File: src/rtl/dmem_responder_if.sv
// Data-memory port between the CPU's EX/MEM stage and the latency-modelling responder.
// Signal names are from the responder's point of view.
interface dmem_responder_if;
   logic        memRead_i;
   logic        memWrite_i;
   logic [31:0] addr_i;
   logic [31:0] wdata_i;
   logic [31:0] rdata_o;
   logic        stall_o;
   logic        done_o;
   logic        err_o;

   modport master (
      output memRead_i, memWrite_i, addr_i, wdata_i,
      input  rdata_o, stall_o, done_o, err_o
   );

   modport slave (
      input  memRead_i, memWrite_i, addr_i, wdata_i,
      output rdata_o, stall_o, done_o, err_o
   );
endinterface

File: src/rtl/dmem_responder.sv
// Data-memory responder: serves CPU loads/stores from a word array after LATENCY busy
// cycles, stalling the pipeline meanwhile and pulsing done_o in the release cycle.
module dmem_responder #(
   parameter int DEPTH   = 32,
   parameter int LATENCY = 2
) (
   input  logic              clk_i,
   input  logic              rst_i,
   dmem_responder_if.slave   bus
);
   localparam int IDX_W = $clog2(DEPTH);

   typedef enum logic [1:0] {IDLE, BUSY, DONE} state_t;

   state_t             state_q;
   logic [3:0]         cnt_q;
   logic               op_write_q;
   logic [IDX_W-1:0]   idx_q;
   logic [31:0]        wdata_q;
   logic [31:0]        rdata_q;
   logic               done_q;
   logic               err_q;
   logic [31:0]        mem_q [DEPTH];

   logic               req;
   logic               access;
   logic [IDX_W-1:0]   idx_d;
   logic               unused_addr;

   assign req    = bus.memRead_i | bus.memWrite_i;
   assign access = (state_q == BUSY) && (cnt_q == 4'd0);
   assign idx_d  = bus.addr_i[IDX_W+1:2];

   // Upper address bits wrap and byte offset bits are ignored.
   assign unused_addr = ^{bus.addr_i[31:IDX_W+2], bus.addr_i[1:0]};

   always_ff @(posedge clk_i or negedge rst_i) begin
      if (!rst_i) begin
         state_q    <= IDLE;
         cnt_q      <= '0;
         op_write_q <= 1'b0;
         idx_q      <= '0;
         wdata_q    <= '0;
         rdata_q    <= '0;
         done_q     <= 1'b0;
         err_q      <= 1'b0;
      end else begin
         case (state_q)
            IDLE: begin
               done_q <= 1'b0;
               if (req) begin
                  // A simultaneous read+write is serviced as a write and flagged.
                  op_write_q <= bus.memWrite_i;
                  idx_q      <= idx_d;
                  wdata_q    <= bus.wdata_i;
                  cnt_q      <= 4'(LATENCY - 1);
                  state_q    <= BUSY;
                  if (bus.memRead_i && bus.memWrite_i) begin
                     err_q <= 1'b1;
                  end
               end
            end
            BUSY: begin
               if (cnt_q != 4'd0) begin
                  cnt_q <= cnt_q - 4'd1;
               end else begin
                  if (!op_write_q) begin
                     rdata_q <= mem_q[idx_q];
                  end
                  done_q  <= 1'b1;
                  state_q <= DONE;
               end
            end
            DONE: begin
               // The CPU still presents the finished request here, so it is ignored.
               done_q  <= 1'b0;
               state_q <= IDLE;
            end
            default: begin
               done_q  <= 1'b0;
               state_q <= IDLE;
            end
         endcase
      end
   end

   always_ff @(posedge clk_i or negedge rst_i) begin
      if (!rst_i) begin
         for (int i = 0; i < DEPTH; i++) begin
            mem_q[i] <= '0;
         end
      end else if (access && op_write_q) begin
         mem_q[idx_q] <= wdata_q;
      end
   end

   // Stall asserts combinationally on a fresh request and drops as soon as reset is applied.
   assign bus.stall_o = rst_i & (((state_q == IDLE) & req) | (state_q == BUSY));
   assign bus.done_o  = done_q;
   assign bus.rdata_o = rdata_q;
   assign bus.err_o   = err_q;
endmodule

File: src/flat_wrapper.sv
// flat-port wrapper written by rule: the top's interface ports become plain ports
module dmem_responder_flat 
#(
   parameter int DEPTH   = 32,
   parameter int LATENCY = 2
)
  (clk_i, rst_i, bus_memRead_i, bus_memWrite_i, bus_addr_i, bus_wdata_i, bus_rdata_o, bus_stall_o, bus_done_o, bus_err_o);
  dmem_responder_if bus_i ();
  input  logic clk_i;
  input  logic rst_i;
  input wire logic [$bits(bus_i.memRead_i)-1:0] bus_memRead_i;
  input wire logic [$bits(bus_i.memWrite_i)-1:0] bus_memWrite_i;
  input wire logic [$bits(bus_i.addr_i)-1:0] bus_addr_i;
  input wire logic [$bits(bus_i.wdata_i)-1:0] bus_wdata_i;
  output wire logic [$bits(bus_i.rdata_o)-1:0] bus_rdata_o;
  output wire logic [$bits(bus_i.stall_o)-1:0] bus_stall_o;
  output wire logic [$bits(bus_i.done_o)-1:0] bus_done_o;
  output wire logic [$bits(bus_i.err_o)-1:0] bus_err_o;
  assign bus_i.memRead_i = bus_memRead_i;
  assign bus_i.memWrite_i = bus_memWrite_i;
  assign bus_i.addr_i = bus_addr_i;
  assign bus_i.wdata_i = bus_wdata_i;
  assign bus_rdata_o = bus_i.rdata_o;
  assign bus_stall_o = bus_i.stall_o;
  assign bus_done_o = bus_i.done_o;
  assign bus_err_o = bus_i.err_o;
  dmem_responder #(.DEPTH(DEPTH), .LATENCY(LATENCY)) u_core (.clk_i(clk_i), .rst_i(rst_i), .bus(bus_i));
endmodule
File: config.mk
export PLATFORM = sky130hd
export DESIGN_NAME = dmem_responder_flat
export DESIGN_NICKNAME = d
export VERILOG_FILES = /design/src/rtl/dmem_responder_if.sv /design/src/rtl/dmem_responder.sv /design/src/flat_wrapper.sv
export SDC_FILE = /design/constraint.sdc
export NUM_CORES = 1
export LEC_CHECK = 0
export BUFFER_PORTS_ARGS = -buffer_cell sky130_fd_sc_hd__buf_2
export CORE_ASPECT_RATIO = 0.7
export CORE_MARGIN = 2
export CORE_UTILIZATION = 45
export CTS_CLUSTER_SIZE = 30
export DETAILED_ROUTE_END_ITERATION = 8
export SETUP_SLACK_MARGIN = 0.2
export SYNTH_ARGS = -nofsm -noshare
export SYNTH_HDL_FRONTEND = slang
export SYNTH_SLANG_ARGS = --single-unit
export TNS_END_PERCENT = 5
File: constraint.sdc
create_clock -name clk_i -period 6 [get_ports clk_i]
set_input_delay 0 -clock clk_i [delete_from_list [all_inputs] [get_ports clk_i]]
set_output_delay 0 -clock clk_i [all_outputs]
set_load 0.05 [all_outputs]
**Yosys cells after proc, flatten, opt, wreduce, memory -nomap -nowiden**

Cells that the tools add are included.
Widths: inputs -> output; s select.

- Add/sub/neg operators: 1
- Magnitude comparators: 2
- Equality and inequality tests: 4
- Mux-type cells: 14
- Bitwise gates (word level): 7
- Reductions and logical operators: 13

Operators by type and width:

| kind | number |
|---|---|
| $bwmux 1024 | 1 |
| $bmux 32 s5 | 1 |
| $demux 32 s5 | 1 |
| $mux 32 | 3 |
| $reduce_and 3->1 | 3 |
| $mux 4 | 2 |
| $pmux 4 s2 | 1 |
| $ge 6x6->1 const B | 1 |
| $lt 6x1->1 const B | 1 |
| $not 5->6 | 1 |
| $logic_and 1x1->1 | 4 |
| $logic_not 4->1 | 1 |
| $mux 2 | 2 |
| $ne 2x2->1 const B | 2 |
| $pmux 2 s2 | 1 |
| $reduce_and 2->1 | 2 |
| $reduce_bool 4->1 | 1 |
| $sub 4x1->4 const B | 1 |
| $and 1x1->1 | 2 |
| $eq 2x1->1 const B | 1 |
| $logic_not 2->1 | 1 |
| $mux 1 | 2 |
| $ne 2x1->1 const B | 1 |
| $not 1->1 | 2 |
| other kinds (2) | 3 |

- Register bits: 1,102
- Bits of input ports: 68
- Logic and storage cells: 81

**Depth between registers and ports, before layout**

Gate-level depths: netlist of run 1.

- Depth in word-level cells: 6
- Depth in mapped cells: 10
- Gate-level depth less buffers: 7

**Least setup slack after synthesis of run 1**

Ideal clock, no wire load.

- Path type: flip-flop to flip-flop
- Start point: register u_core.cnt_q[0]
- End point: register u_core.mem_q[737] (netlist bit)
- Setup time: 0.125 ns
- Arrival: 2.298 ns
- Required time: 5.875 ns
- Path slack: 3.577 ns
- Stages on the path, launching flop included: 10
- Path buffers: 2
- Period minus slack after synthesis: 2.423 ns
- Cell sequence: dfrtp_1 -> inv_1 -> ha_1 -> nor3b_2 -> and3_1 -> or3b_1 -> buf_2 -> nor3_4 -> buf_4 -> mux2_2

- Longest elaborated chain between the ends: 3

Ends and longest elaborated chain:

| what | line | source |
|---|---|---|
| start: declaration | dmem_responder.sv:16 | `logic [3:0] cnt_q;` |
| start signal: assignment | dmem_responder.sv:56 | `cnt_q <= 4'(LATENCY - 1);` |
| start signal: assignment | dmem_responder.sv:65 | `cnt_q <= cnt_q - 4'd1;` |
| $logic_not 4->1 | dmem_responder.sv:31 | `assign access = (state_q == BUSY) && (cnt_q == 4'd0);` |
| $logic_and 1x1->1 | dmem_responder.sv:31 |  |
| $logic_and 1x1->1 | dmem_responder.sv:92 | `end else if (access && op_write_q) begin` |
| end signal: indexed assignment | dmem_responder.sv:93 | `mem_q[idx_q] <= wdata_q;` |
| end: declaration | dmem_responder.sv:23 | `logic [31:0] mem_q [DEPTH];` |

No other way between the ends.
A chain may end at the register's enable or synchronous reset.

**Worst setup path in the final report of run 1**

- Start point: register u_core.cnt_q[0]
- End point: register u_core.mem_q[356] (netlist bit)

Same word-level chain as after synthesis.

==> flow_metrics.tcl, run 1 <==
set metrics [dict create \
    ir_drop_uv 357 \
    cts_tree "built" \
    fin_skew_ns 0.0304 \
    synth.avg_cell_area_um2 14.6 \
    clock_sinks 1102 \
    p_int_w 0.0154 \
    netSwitchingFraction 0.352 \
    power_density_nw_per_um2 432 \
    synth_seq_cells 1102 \
    status "completed" \
    synth-edff-count 0 \
    drt_pass1_iterations 5 \
    use_met1 0.382 \
    slew_violations 0 \
    final_common_cell "dfrtp_1" \
    cts-root-buf "clkbuf_16" \
    min_period_over_period 0.698 \
    io_pins 103 \
    dieArea_um2 112000 \
    netlist_instances 3385 \
    worstMarginPinSlew_ns 1.38 \
    synthArstFlopShare 1.00 \
    power.net_switching_w 0.00838 \
    timing.fmax_ghz 0.239 \
    vias_per_cell 6.05 \
    cp-start-kind "flop" \
    io_buffers 75 \
    setup_viol 0 \
    grt-ovfl-total 0 \
    crit_type "flop to flop" \
    clkTransAtPathRegs_ns 0.06 \
    min_path_cells 4 \
    maxSlewHeadroom 0.0796 \
    yosys_warnings 0 \
    grt_use_total 0.258 \
    drive_above_1_share 0.440 \
    htree_levels 3 \
    fin_tns_setup_ns 0 \
    core_um2 109000 \
    nets 3479 \
    vias 29900 \
    grt_pass1_wl_um 213000 \
    worstPathArrival_ns 4.76 \
    instances_no_fill 4935 \
    seqPwrFrac 0.458 \
    syn_area_um2 49300 \
    whs_ns 0.0410 \
    syn2layout_area_growth_pct 11.8 \
    grt_max_degree 194 \
    antenna_found_initial 1 \
    rows 101 \
    crit_fanout 18 \
    ys.flop_type "dfrtp_1" \
    final_cell_mix "dfrtp_1 (1,098), mux2_2 (1,017), mux2i_1 (226)" \
    wl_um 142000 \
    fp.dieW_um 400 \
    wl_per_cell_um 28.9 \
    clockBufferDepth 3 \
    dp_hpwl_um 85100 \
    p_leak_nw 26.3 \
    place.gp.congestion 0.795 \
    start_util 0.454 \
    power_frac_clock 0.278 \
    rsz0062_at_grt "false" \
    reg2regPathDepth 8 \
    synthDistinctLibCells 56 \
    hold_violations 0 \
    critPathCaptureType "flop" \
    die_h_um 281 \
    min_path_type "input port to flop" \
    required_ns 6.58 \
    grtUsageMet3 0.0471 \
    combPwrFrac 0.265 \
    ys_seq_area_frac 0.560 \
    finalCriticalPeriod_ns 4.19 \
    dr.first_iter.drc_count 2288 \
    r2r_slack_ns 1.81 \
    use_met2 0.386 \
    busiest_layer "met2" \
    first_global_vias 31800 \
    clk_latency_ns 0.71 \
    post-cts-setup-buffers 0 \
    cts_resized 0 \
    placedCellCount 4685 \
    drc 0 \
    ant_nets 0 \
    cts_buffers 106 \
    synth_nets 3454 \
    max_cap_viol_count 0 \
]
metal layers:
layer	vias to the layer above	share of wire
met4	0	0.031
met2	894	0.44
met3	256	0.059
li1	12400	-
met1	16300	0.47
met5	-	0
logic make-up after synthesis:
logic type	after synthesis	share of synthesized area
fa+ha+maj	1	0.000254
compound gates	238	0.0325
flops	1102	0.560
xor+xnor	2	0.000356
buf+inv	320	0.0297
mux	1398	0.346
simple gates	324	0.0321
flip-flops by register name, indices dropped and copies added, names as in the netlist:
name,cells
u_core.idx_q,5
u_core.bus.err_o,1
u_core.wdata_q,32
u_core.state_q,2
u_core.mem_q,1024
u_core.cnt_q,4
u_core.op_write_q,1
u_core.bus.rdata_o,32
u_core.bus.done_o,1
cell usage after synthesis, types with 4 or more instances:
master	number	area share
mux2_2	1017	0.23
or3_1	4	0.00051
a22o_1	12	0.0021
buf_1	10	0.00076
nor3_1	7	0.00071
nor4_1	18	0.0023
mux2i_1	226	0.046
a32o_1	6	0.0012
a21oi_1	34	0.0035
a211o_1	4	0.00071
inv_1	9	0.00069
or4_1	12	0.0018
dfrtp_1	1102	0.56
o21ai_0	11	0.0011
and2_1	6	0.00076
nor2b_1	8	0.0010
mux4_2	139	0.064
or4b_2	5	0.0010
buf_4	23	0.0035
a221oi_1	11	0.0020
o2111ai_1	6	0.0011
buf_2	139	0.014
nand3_1	16	0.0016
a22oi_1	30	0.0046
nor2_1	65	0.0050
a31oi_1	24	0.0030
mux2_1	16	0.0037
clkbuf_1	139	0.011
nand2_1	150	0.011
nand2b_1	4	0.00051
o22ai_1	88	0.011
through the flow:
stage	worst slack (ns)	util	area, um^2	total power [W]
global placement	2.02	0.471	51100	0.0169
detailed placement	1.90	0.471	51100	0.0173
finish	1.81	0.508	55100	0.0238
CTS	1.89	0.508	55100	0.0239
global route	1.74	0.508	55100	0.0249
floorplan	3.58	-	49300	0.0148
power groups by stage:
stage / Clock [W] / Sequential [W] / Combinational (W)
CTS: 0.00675 / 0.0109 / 0.00635
floorplan: 0 / 0.0101 / 0.00475
detailed placement: 0 / 0.0110 / 0.00629
finish: 0.00661 / 0.0109 / 0.00630
global route: 0.00707 / 0.0111 / 0.00671
global placement: 0 / 0.0108 / 0.00615
critical path, stage by stage, from the launching register on:
cell,delay (ns)
dfrtp_1,0.41
inv_1,0.08
ha_1,0.18
nor3b_2,0.34
and3_1,0.37
or3b_1,0.72
nor2_4,1.05
buf_4,0.49
mux2_2,0.39
area by class of cell:
class | count | area [um^2]
Fill cell | 8955 | 53500
Sequential cell | 1102 | 27600
Multi-Input combinational cell | 1963 | 20400
Clock buffer | 169 | 3250
Timing Repair Buffer | 228 | 1850
Tap cell | 1442 | 1800
Clock inverter | 21 | 156
Inverter | 9 | 33.8
Antenna cell | 1 | 2.50
repair_timing:
| action | CTS | global route |
|---|---|---|
| endpoints found under the setup margin | 0 | 0 |
| hold buffers | 59 | 0 |
| endpoints found under the hold margin | 167 | 0 |
worst paths after layout:
path | start | to
setup / recovery | u_core.cnt_q[0] | u_core.mem_q[356]
hold / removal | bus_wdata_i[28] | u_core.wdata_q[28]
setup reg to reg | u_core.cnt_q[0] | u_core.mem_q[356]
hold reg to reg | u_core.mem_q[360] | u_core.mem_q[360]
max in group asynchronous | rst_i | u_core.mem_q[119]
min in group asynchronous | rst_i | u_core.mem_q[112]
Power figures use the tool's default switching activity.
==> inputs of run 2 (changes only) <==
clock period = 4.2 ns   (was 6 ns; I/O delays follow)
==> run 2 against run 1 <==
Effect of this change: critical path depth fell by 4; sequential power up 44%; die area unchanged; sequential share of layout area shrank 0.64 points; clock power increased by 47%; maximum frequency grew 15%; clock-buffer cell count down 13; via count increased by 0.47%; cell area grew 1.3%; largest cell class unchanged.
==> flow_metrics.tcl, run 2 (synthesis results as in run 1) <==
set metrics [dict create \
    dr.first_iter.drc_count 2624 \
    setup_viol 0 \
    syn2layout_area_growth_pct 13.3 \
    utilization 0.514 \
    whs_ns 0.0337 \
    vias 30000 \
    power_density_nw_per_um2 617 \
    required_ns 4.78 \
    holdPathEnd "u_core.wdata_q[17]" \
    status "completed" \
    worst-path-stages 4 \
    finalCriticalPeriod_ns 3.64 \
    crit_type "flop to flop" \
    hold_violations 0 \
    r2r_slack_ns 0.56 \
    worstMarginPinSlew_ns 1.29 \
    instances_no_fill 4992 \
    slowest_stage "dfrtp_1" \
    nets 3526 \
    largest_register_ff_count 1024 \
    seqPwrFrac 0.456 \
    cts_buffers 106 \
    clock_sinks 1102 \
    clkTransAtPathRegs_ns 0.06 \
    clockBufferDepth 3 \
    placedCellCount 4725 \
    htree_levels 3 \
    final_cell_mix "dfrtp_1 (1,098), mux2_2 (1,017), mux2i_1 (226)" \
    die_h_um 281 \
    max_cap_viol_count 0 \
    wl_um 143000 \
    final_common_cell "dfrtp_1" \
    min_path_type "input port to flop" \
    ant_nets 0 \
    seq_area_um2 27600 \
    cts_tree "built" \
    reg2regPathDepth 4 \
    place.gp.congestion 0.790 \
    antenna_found_initial 3 \
    io_buffers 75 \
    grt-ovfl-total 0 \
    worstPathArrival_ns 4.23 \
    drc 0 \
    cts_resized 0 \
    wl_per_cell_um 28.6 \
    p_leak_nw 26.7 \
    io_pins 103 \
    post-cts-setup-buffers 0 \
    core_um2 109000 \
    grt_pass1_wl_um 213000 \
    p_int_w 0.0224 \
    fin_tns_setup_ns 0 \
    n_fill_cell 8933 \
    grt_max_degree 120 \
    slew_violations 0 \
    critPathCaptureType "flop" \
    dieArea_um2 112000 \
    power.net_switching_w 0.0121 \
    first_global_vias 31600 \
    crit_fanout 22 \
    critPathTopFamily "simple AND/OR/NAND/NOR gates" \
    hold_buffers 66 \
    r2r_start "u_core.idx_q[2]" \
    cts-root-buf "clkbuf_16" \
    fp.dieW_um 400 \
    path_cells "nand3_1 > or3_2 > buf_4 > mux2_2" \
    min_period_over_period 0.868 \
    maxSlewHeadroom 0.140 \
    timing.fmax_ghz 0.274 \
    reg2reg_to "u_core.mem_q[58]" \
    min_path_cells 4 \
    cp-start-kind "flop" \
    drt_pass1_iterations 5 \
    drive_above_1_share 0.449 \
    netSwitchingFraction 0.351 \
    dp_hpwl_um 85500 \
    cpPeakStageDelay_ns 1.20 \
    clk_latency_ns 0.73 \
    fin_skew_ns 0.0319 \
    start_util 0.454 \
    power_frac_clock 0.283 \
    rows 101 \
    min_from "bus_wdata_i[17]" \
    combPwrFrac 0.261 \
    rsz0062_at_grt "false" \
    vias_per_cell 6.01 \
    top_register "u_core.mem_q" \
    grt_use_total 0.259 \
    ir_drop_uv 532 \
    multi_input_area_um2 20400 \
    cp_num_buf_inv 1 \
]
run 2: cell count changes in the layout (fill, tap and decap cells not counted), sizes merged:
cell         previous run  this run
buf                   170       210
bufinv                  1         5
clkbuf                169       156
clkinv                 18        28
clkinvlp                0         4
diode                   1         4
dlygate4sd3            58        65
inv                    11        13
run 2: power groups by stage:
stage	clock network, W	registers (W)	logic [W]
CTS	0.00993	0.0157	0.00909
finish	0.00974	0.0157	0.00900
detailed placement	0	0.0158	0.00900
floorplan	0	0.0144	0.00678
global route	0.0104	0.0161	0.00961
global placement	0	0.0155	0.00881
run 2: how the worst max path moves through the flow:
stage	slack, ns	endpoint	startpoint
floorplan	1.78	u_core.mem_q[737]	u_core.cnt_q[0]
global placement	0.68	u_core.mem_q[35]	u_core.idx_q[2]
detailed placement	0.62	u_core.mem_q[58]	u_core.idx_q[2]
CTS	0.62	u_core.mem_q[58]	u_core.idx_q[2]
global route	0.55	u_core.mem_q[58]	u_core.idx_q[2]
finish	0.56	u_core.mem_q[58]	u_core.idx_q[2]
run 2: area by class of cell:
cell class	count	share of cell area
repair buffers	275	0.0434
diodes	4	0.000179
clock buffers	156	0.0565
flip-flops and latches	1102	0.494
inverters	9	0.000605
multi-input cells	1963	0.366
well taps	1442	0.0323
clock inverters	41	0.00704
run 2: layer usage:
metal  global-route usage  vias to the layer above  part of all wire
met1                0.385                    16300              0.47
li1                     -                    12600                 -
met4               0.0641                        0             0.022
met5                    0                        -                 0
met2                0.395                      857              0.45
met3               0.0456                      209             0.060
run 2: per-stage QoR:
step,total power (W),worst slack (ns),area [um^2]
final,0.0344,0.556,55800
after global routing,0.0361,0.552,55800
after CTS,0.0347,0.616,55800
after detailed placement,0.0248,0.620,51600
after global placement,0.0243,0.678,51600
after floorplan,0.0212,1.78,49300
run 2: tightest hold or removal path: cells and delay by family:
family / cells / cell delay, ns
buffers and inverters: 2 / 0.61
AND/OR/NAND/NOR: 2 / 0.10
==> inputs of run 3 (changes only) <==
REMOVE_ABC_BUFFERS = 1   (was unset)
==> run 3 against run 2 <==
Effect of this change: routed wire length fell by 2.5%; critical path depth rose by 4; combinational power barely moved; first-iteration DRC count fell by 6.3%; highest routed layer unchanged; non-clock buffer count fell by 12; power fell by 0.42%; via count barely moved; sequential share of layout area rose by 0.17 points; die area did not move; critical path type unchanged; critical endpoint is now u_core.mem_q[885]; cell count fell by 0.34%; worst setup slack improved by 0.35 ns.
==> flow_metrics.tcl, run 3 (synthesis results as in run 1) <==
set metrics [dict create \
    status "completed" \
    crit_type "flop to flop" \
    clk_latency_ns 0.72 \
    dp_hpwl_um 83500 \
    fin_skew_ns 0.0302 \
    placedCellCount 4715 \
    maxSlewHeadroom 0.209 \
    drive_above_1_share 0.446 \
    clkTransAtPathRegs_ns 0.06 \
    worstMarginPinSlew_ns 1.19 \
    reg2reg_to "u_core.mem_q[885]" \
    grt_max_degree 155 \
    cp-start-kind "flop" \
    vias 30000 \
    slew_violations 0 \
    wl_um 139000 \
    rsz0062_at_grt "false" \
    place.gp.congestion 0.800 \
    fp.dieW_um 400 \
    required_ns 4.78 \
    ir_drop_uv 403 \
    antenna_found_initial 0 \
    diodes 0 \
    slowest_stage "or3b_1" \
    wl_per_cell_um 28.0 \
    final_common_cell "dfrtp_1" \
    grt_use_total 0.251 \
    vias_per_cell 6.03 \
    dieArea_um2 112000 \
    core_um2 109000 \
    p_leak_nw 26.6 \
    instances_no_fill 4975 \
    grt_pass1_wl_um 209000 \
    finalCriticalPeriod_ns 3.29 \
    htree_levels 3 \
    io_buffers 75 \
    die_h_um 281 \
    nets 3515 \
    cts_buffers 107 \
    start_util 0.454 \
    timing.fmax_ghz 0.304 \
    r2r_slack_ns 0.91 \
    path_cells "inv_1 > ha_1 > nor3b_2 > and3_1 > or3b_1 > nor3_4 > buf_4 > mux2_2" \
    largest_register_ff_count 1024 \
    drc 0 \
    min_from "bus_wdata_i[27]" \
    holdPathEnd "u_core.wdata_q[27]" \
    min_period_over_period 0.784 \
    power_density_nw_per_um2 617 \
    clockBufferDepth 3 \
    cts-root-buf "clkbuf_16" \
    crit_fanout 23 \
    min_path_cells 4 \
    cpPeakStageDelay_ns 0.71 \
    dr.first_iter.drc_count 2459 \
    min_path_type "input port to flop" \
    rows 101 \
    top_register "u_core.mem_q" \
    cts_tree "built" \
    hold_violations 0 \
    critPathCaptureType "flop" \
    reg2regPathDepth 8 \
    syn2layout_area_growth_pct 12.9 \
    max_cap_viol_count 0 \
    final_cell_mix "dfrtp_1 (1,098), mux2_2 (1,017), mux2i_1 (226)" \
    fin_tns_setup_ns 0 \
    grt-ovfl-total 0 \
    drt_pass1_iterations 5 \
    clock_sinks 1102 \
    setup_viol 0 \
    worstPathArrival_ns 3.87 \
    ant_nets 0 \
    r2r_start "u_core.cnt_q[0]" \
    first_global_vias 31600 \
    io_pins 103 \
]
## run 3: what timing repair did
action / CTS / global route
resized for setup: 0 / 0
hold buffers: 64 / 0
setup buffers: 0 / 0
endpoints found under the hold margin: 257 / 0
setup endpoints to repair: 0 / 0
## run 3: worst max-delay path, delay by kind of cell (launching register included)
family | cells | cell delay [ns]
buf+inv | 2 | 0.59
simple gates | 4 | 1.55
flops | 1 | 0.41
fa+ha+maj | 1 | 0.17
mux | 1 | 0.41
## run 3: worst max-delay path by stage
| stage | start | to | slack, ns |
|---|---|---|---|
| 2_1_floorplan | u_core.idx_q[1] | u_core.mem_q[640] | -11.54 |
| 5_1_grt | u_core.cnt_q[0] | u_core.mem_q[1010] | 0.82 |
| 6_report | u_core.cnt_q[0] | u_core.mem_q[885] | 0.91 |
| 3_3_place_gp | u_core.cnt_q[0] | u_core.mem_q[885] | 1.00 |
| 4_1_cts | u_core.cnt_q[0] | u_core.mem_q[885] | 0.92 |
| 3_5_place_dp | u_core.cnt_q[0] | u_core.mem_q[894] | 0.95 |
## run 3: cell type report
class | count | area, um^2
Clock inverter | 33 | 342
Clock buffer | 163 | 3230
Fill cell | 8887 | 52900
Sequential cell | 1102 | 27600
Tap cell | 1442 | 1800
Multi-Input combinational cell | 1963 | 20400
Inverter | 9 | 33.8
Timing Repair Buffer | 263 | 2220
## run 3: per-layer routing
metal,up-vias,GRT usage,part of all wire
met5,-,0,0
met4,0,0.0597,0.022
met3,210,0.0427,0.054
met2,887,0.390,0.46
met1,16400,0.369,0.46
li1,12500,-,-
## run 3: stage by stage
step / utilization / cell area [um^2] / power (W) / setup WS (ns) / hold WS (ns)
floorplan: - / 47800 / 0.0204 / -11.54 / -0.296
global placement: 0.473 / 51400 / 0.0241 / 1.00 / 0.107
detailed placement: 0.473 / 51400 / 0.0246 / 0.952 / 0.118
CTS: 0.512 / 55600 / 0.0345 / 0.924 / 0.00262
global route: 0.512 / 55600 / 0.0359 / 0.822 / 0.0308
finish: 0.512 / 55600 / 0.0343 / 0.909 / 0.0454
## run 3: power breakdown
group          total [W]  internal [W]  switching [W]  leakage, nW
Clock            0.00980       0.00560        0.00420         1.77
Combinational    0.00897       0.00400        0.00497         9.68
Sequential        0.0155        0.0128        0.00274         15.2
Total             0.0343        0.0224         0.0119         26.6
